==> config.mk <==
export PLATFORM = sky130hd
export DESIGN_NAME = uart_tx_arbiter
export DESIGN_NICKNAME = d
export VERILOG_FILES = /design/src/rtl/uart_tx_arbiter.sv
export SDC_FILE = /design/constraint.sdc
export NUM_CORES = 1
export LEC_CHECK = 0
export CAP_MARGIN = 20
export CORE_ASPECT_RATIO = 1.25
export CORE_MARGIN = 2
export CORE_UTILIZATION = 50
export DETAILED_ROUTE_END_ITERATION = 10
export PLACE_DENSITY = 0.91
export SYNTH_ARGS = -nofsm -noshare
export SYNTH_HDL_FRONTEND = slang
export SYNTH_SLANG_ARGS = --single-unit
==> constraint.sdc <==
create_clock -name clock -period 3 [get_ports clock]
set_clock_uncertainty 0.05 [all_clocks]
set_input_delay 0.9 -clock clock [delete_from_list [all_inputs] [get_ports clock]]
set_output_delay 0.9 -clock clock [all_outputs]
set_load 0.01 [all_outputs]
==> src/rtl/uart_tx_arbiter.sv <==
// Packet-granular round-robin arbiter sharing the UART TX FIFO write port.
// Packets never interleave; grants end on req_last, MAX_PKT_LEN or a stall timeout.
module uart_tx_arbiter #(
    parameter int NUM_REQ       = 4,
    parameter int MAX_PKT_LEN   = 64,
    parameter int STALL_TIMEOUT = 1024
) (
    input  logic                   clock,
    input  logic                   reset,
    input  logic [8*NUM_REQ-1:0]   req_data,
    input  logic [NUM_REQ-1:0]     req_valid,
    input  logic [NUM_REQ-1:0]     req_last,
    output logic [NUM_REQ-1:0]     req_ready,
    output logic [7:0]             tx_fifo_data_in,
    output logic                   tx_fifo_write_en,
    input  logic                   tx_fifo_full,
    output logic [NUM_REQ-1:0]     grant,
    output logic                   busy,
    output logic                   pkt_done,
    output logic                   pkt_truncated,
    output logic                   pkt_aborted
);

    // state | meaning
    // ------+---------------------------------------------------------
    // IDLE  | no owner; pick next valid requester after rr_ptr
    // GRANT | grant_q owns the FIFO until last/truncate/stall timeout

    localparam int IW = (NUM_REQ > 1) ? $clog2(NUM_REQ) : 1;

    if (NUM_REQ < 2 || NUM_REQ > 8) begin : g_chk_num_req
        $error("uart_tx_arbiter: NUM_REQ must be in 2..8");
    end
    if (MAX_PKT_LEN < 1 || MAX_PKT_LEN > 65535) begin : g_chk_max_pkt
        $error("uart_tx_arbiter: MAX_PKT_LEN must be in 1..65535");
    end
    if (STALL_TIMEOUT < 1 || STALL_TIMEOUT > 65535) begin : g_chk_stall
        $error("uart_tx_arbiter: STALL_TIMEOUT must be in 1..65535");
    end

    typedef enum logic {
        S_IDLE  = 1'b0,
        S_GRANT = 1'b1
    } state_t;

    state_t               state_q, state_d;
    logic [NUM_REQ-1:0]   grant_q, grant_d;
    logic [IW-1:0]        gidx_q, gidx_d;
    logic [IW-1:0]        rr_ptr_q, rr_ptr_d;
    logic [15:0]          byte_cnt_q, byte_cnt_d;
    logic [15:0]          stall_cnt_q, stall_cnt_d;

    logic [7:0]           req_bytes [NUM_REQ];
    logic                 found;
    logic [IW-1:0]        sel;
    logic [IW-1:0]        cand;
    logic                 transfer;
    logic                 release_grant;

    for (genvar i = 0; i < NUM_REQ; i++) begin : g_unpack
        assign req_bytes[i] = req_data[8*i +: 8];
    end

    always_comb begin
        state_d          = state_q;
        grant_d          = grant_q;
        gidx_d           = gidx_q;
        rr_ptr_d         = rr_ptr_q;
        byte_cnt_d       = byte_cnt_q;
        stall_cnt_d      = stall_cnt_q;
        req_ready        = '0;
        tx_fifo_write_en = 1'b0;
        tx_fifo_data_in  = '0;
        pkt_done         = 1'b0;
        pkt_truncated    = 1'b0;
        pkt_aborted      = 1'b0;
        found            = 1'b0;
        sel              = '0;
        cand             = '0;
        transfer         = 1'b0;
        release_grant    = 1'b0;

        case (state_q)
            S_IDLE: begin
                // Search starts just past the last owner, so it is served last.
                for (int k = 1; k <= NUM_REQ; k++) begin
                    cand = IW'((int'(rr_ptr_q) + k) % NUM_REQ);
                    if (!found && req_valid[cand]) begin
                        found = 1'b1;
                        sel   = cand;
                    end
                end
                if (found) begin
                    grant_d      = '0;
                    grant_d[sel] = 1'b1;
                    gidx_d       = sel;
                    byte_cnt_d   = '0;
                    stall_cnt_d  = '0;
                    state_d      = S_GRANT;
                end
            end
            S_GRANT: begin
                transfer = req_valid[gidx_q] && !tx_fifo_full;
                if (transfer) begin
                    req_ready[gidx_q] = 1'b1;
                    tx_fifo_write_en  = 1'b1;
                    tx_fifo_data_in   = req_bytes[gidx_q];
                    if (req_last[gidx_q]) begin
                        pkt_done      = 1'b1;
                        release_grant = 1'b1;
                    end else if (byte_cnt_q == 16'(MAX_PKT_LEN - 1)) begin
                        pkt_truncated = 1'b1;
                        release_grant = 1'b1;
                    end else begin
                        byte_cnt_d  = byte_cnt_q + 16'd1;
                        stall_cnt_d = '0;
                    end
                end else if (!req_valid[gidx_q] && !tx_fifo_full) begin
                    if (stall_cnt_q == 16'(STALL_TIMEOUT - 1)) begin
                        pkt_aborted   = 1'b1;
                        release_grant = 1'b1;
                    end else begin
                        stall_cnt_d = stall_cnt_q + 16'd1;
                    end
                end
                // A full FIFO is backpressure: the stall counter simply holds.
                if (release_grant) begin
                    state_d  = S_IDLE;
                    grant_d  = '0;
                    rr_ptr_d = gidx_q;
                end
            end
            default: begin
                state_d = S_IDLE;
                grant_d = '0;
            end
        endcase
    end

    always_ff @(posedge clock or negedge reset) begin
        if (!reset) begin
            state_q     <= S_IDLE;
            grant_q     <= '0;
            gidx_q      <= '0;
            rr_ptr_q    <= IW'(NUM_REQ - 1);
            byte_cnt_q  <= '0;
            stall_cnt_q <= '0;
        end else begin
            state_q     <= state_d;
            grant_q     <= grant_d;
            gidx_q      <= gidx_d;
            rr_ptr_q    <= rr_ptr_d;
            byte_cnt_q  <= byte_cnt_d;
            stall_cnt_q <= stall_cnt_d;
        end
    end

    assign grant = grant_q;
    assign busy  = (state_q == S_GRANT);

endmodule

==> impl_metrics.yaml <==
floorplan:
  fp.dieW_um: 69.0
  die_y_um: 85.3
  start_util: 0.520
  ioPinCount: 64
  design.core.area_sq_um: 5080
  rows: 29
  die_area_sq_um: 5890
synthesis:
  synth-xor-area-share: 0.0464
  synth_compound_area_frac: 0.128
  synthAdderAreaFrac: 0.00947
  yosysWarnings: 0
  postSynth.asyncResetShare: 1.00
  postSynthCellCount: 270
  synth_top_family_by_area: "simple AND/OR/NAND/NOR gates"
  ys_seq_area_frac: 0.389
  syn_nets: 315
  ys.flop_type: "dfrtp_1"
  muxShareOfSynthArea: 0.126
  synth_edf_count: 0
  synthSimpleGateAreaFrac: 0.262
  ys_ff_latch: 41
  synth_area_sq_um: 2640
  syn_avg_cell_area_sq_um: 9.79
  post_synth_num_cell_types: 53
timing:
  fin_crit_sh: 1.03
  period_needed_ns: 3.08
  rsz0062_at_grt: "true"
  setup_violations: 12
  maxSlewViolCount: 0
  tightest_slew_ns: 0.901
  fmax_ghz: 0.325
  hold_violations: 0
  fin_hold_ws_ns: 0.448
  worst_slack_ns: -0.0814
  max-slew-margin-rel: 0.399
  tns_ns: -0.392
outcome:
  status: "complete, but fails checks"
  violations: "setup timing"
power:
  internal_power_mw: 1.65
  ir_drop_mv: 0.609
  cellPowerDensity_nw_per_um2: 707
  sw_frac_of_total: 0.393
  p_seq_frac: 0.295
  p_comb_frac: 0.542
  leakagePower_nw: 1.83
  p_sw_mw: 1.06
  clockPowerShare: 0.163
placed_design:
  port_buffers: 63
  placed_cell_area_sq_um: 3560
  post-place-ws_ns: -0.753
  gp_congestion: 0.833
  hpwl_um: 5740
min_path:
  hp-class: "reg2reg"
  min_path_cells: 1
  min_from: "grant[0]"
  min_to: "grant[0]"
clock_tree:
  cts_tree: "built"
  numCtsBuffers: 5
  htreeDepth: 2
  cts_sinks: 41
  clk_latency_ns: 0.29
  clockRootBuffer: "clkbuf_8"
  clk_pin_slew_ns: 0.07
  clockBufferDepth: 2
worst_setup_path:
  cp_slowest_stage_delay_ns: 0.24
  reg2reg_depth: 11
  regToRegEndpoint: "rr_ptr_q[1]"
  cp_common_cell: "buf_6"
  r2r_setup_slack_ns: 0.15
  crit_type: "in2out"
  critPathArrivalTime_ns: 2.13
  cp-start-kind: "input pin"
  critPathRequiredTime_ns: 2.05
  crit_path_max_fanout: 3
  crit_slowest_cell: "nor3b_4"
  cp-end-kind: "output port"
  r2r-start: "gidx_q[1]"
  path_cells: "buf_8 -> nor3b_4 -> buf_6 -> a22oi_4 -> buf_6 -> buf_6 -> nor3b_4 -> buf_6"
final_layout:
  diodes: 0
  final_core_util: 0.755
  final_common_cell: "buf_4"
  mostFrequentLayoutCells: "buf_4 (41), dfrtp_1 (39), nand2_1 (23)"
  syn_to_final_growth_pct: 45.1
  layout-drive-gt1-share: 0.305
  fin_area_sq_um: 3840
  nets: 421
global_routing:
  grt_pass1_wl_um: 13800
  grt_pass1_vias: 2827
  overflow: 0
  grt_max_degree: 42
  antenna_found_initial: 0
  grt.total_usage: 0.295
route:
  wl_um: 9680
  initialDrtViolationCount: 288
  ant_nets: 0
  via_per_inst: 6.50
  wl_per_cell_um: 22.0
  firstDrtPassIters: 5
  vias: 2853
  drc: 0
run:
  maxCapViolations: 0
final cells by class:
| type | instances | area, sq um |
|---|---|---|
| multi-input cells | 210 | 1580 |
| clock buffers | 6 | 72.6 |
| clock inverters | 2 | 35.0 |
| well taps | 62 | 77.6 |
| flip-flops and latches | 41 | 1030 |
| inverters | 8 | 37.5 |
| repair inverters | 1 | 7.51 |
| fillers | 297 | 1240 |
| repair buffers | 109 | 995 |
how the worst max path moves through the flow:
stage,cells past startpoint,startpoint,slack [ns],end
global route,8,tx_fifo_full,-0.07,pkt_truncated
finish,8,tx_fifo_full,-0.08,pkt_truncated
global placement,4,req_valid[2],-0.68,pkt_aborted
CTS,4,req_data[28],0.002,tx_fifo_data_in[4]
detailed placement,7,tx_fifo_full,-0.75,tx_fifo_data_in[7]
floorplan,6,req_valid[3],0.09,pkt_done
cells by family after synthesis:
family / Yosys count
multiplexers: 20
flip-flops: 41
AO/OA/AOI/OAI: 51
AND/OR/NAND/NOR: 123
XOR/XNOR: 14
adder cells (fa/ha/maj): 2
buffers and inverters: 19
Yosys cell counts (2+ instances only):
master,instances,share of area
nand2_1,23,0.033
nor2_1,20,0.028
dfrtp_1,39,0.37
clkbuf_1,6,0.0085
nor3_1,7,0.013
mux2i_1,6,0.023
nand3_1,12,0.023
xnor2_1,4,0.013
dfstp_2,2,0.020
and4_1,2,0.0066
o211ai_1,4,0.011
and2_1,11,0.026
o2bb2ai_1,4,0.013
nand4_1,3,0.0071
a2111oi_0,2,0.0066
and3_1,10,0.024
o21ai_0,17,0.032
nor3_2,2,0.0076
a21oi_1,13,0.025
mux2_2,3,0.013
inv_1,8,0.011
nor3b_1,2,0.0057
nand2b_1,3,0.0071
nor4_1,4,0.0095
buf_6,4,0.017
nor4bb_1,2,0.0076
ha_1,2,0.0095
or3_1,9,0.021
o31ai_1,2,0.0057
or4_1,3,0.0085
mux4_2,10,0.085
xor2_1,10,0.033
state kept, by name, summed over array words and instances (netlist names):
signal,flops
gidx_q,2
busy,1
rr_ptr_q,2
grant,4
stall_cnt_q,16
byte_cnt_q,16
worst max-delay path, delay by kind of cell:
family,cells,cell delay (ns)
simple gates,2,0.48
buf+inv,5,0.67
compound gates,1,0.09
metrics by stage:
stage	std cells	power, mW
2_1_floorplan	270	1.50
3_3_place_gp	422	1.94
3_5_place_dp	422	1.99
4_1_cts	437	2.52
5_1_grt	439	2.82
6_report	439	2.71
power by group through the flow:
stage	registers, mW	clock network [mW]	logic (mW)
3_3_place_gp	0.771	0	1.17
3_5_place_dp	0.781	0	1.21
5_1_grt	0.808	0.472	1.54
4_1_cts	0.776	0.443	1.30
6_report	0.800	0.441	1.47
2_1_floorplan	0.755	0	0.747
routing by layer:
metal	track usage	routed length, um	up-vias
li1	-	-	1216
met1	0.344	3390	1367
met2	0.509	5030	206
met3	0.0606	653	64
met4	0.159	606	0
met5	0	0	-
timing repair:
item | in CTS | in global routing
hold buffers | 0 | 0
cloned | 1 | 0
gates resized for setup | 105 | 33
pin swaps | 10 | 10
buffers inserted | 7 | 2
setup endpoints to repair | 17 | 13
Note: power is estimated with default switching activity, not from simulation.
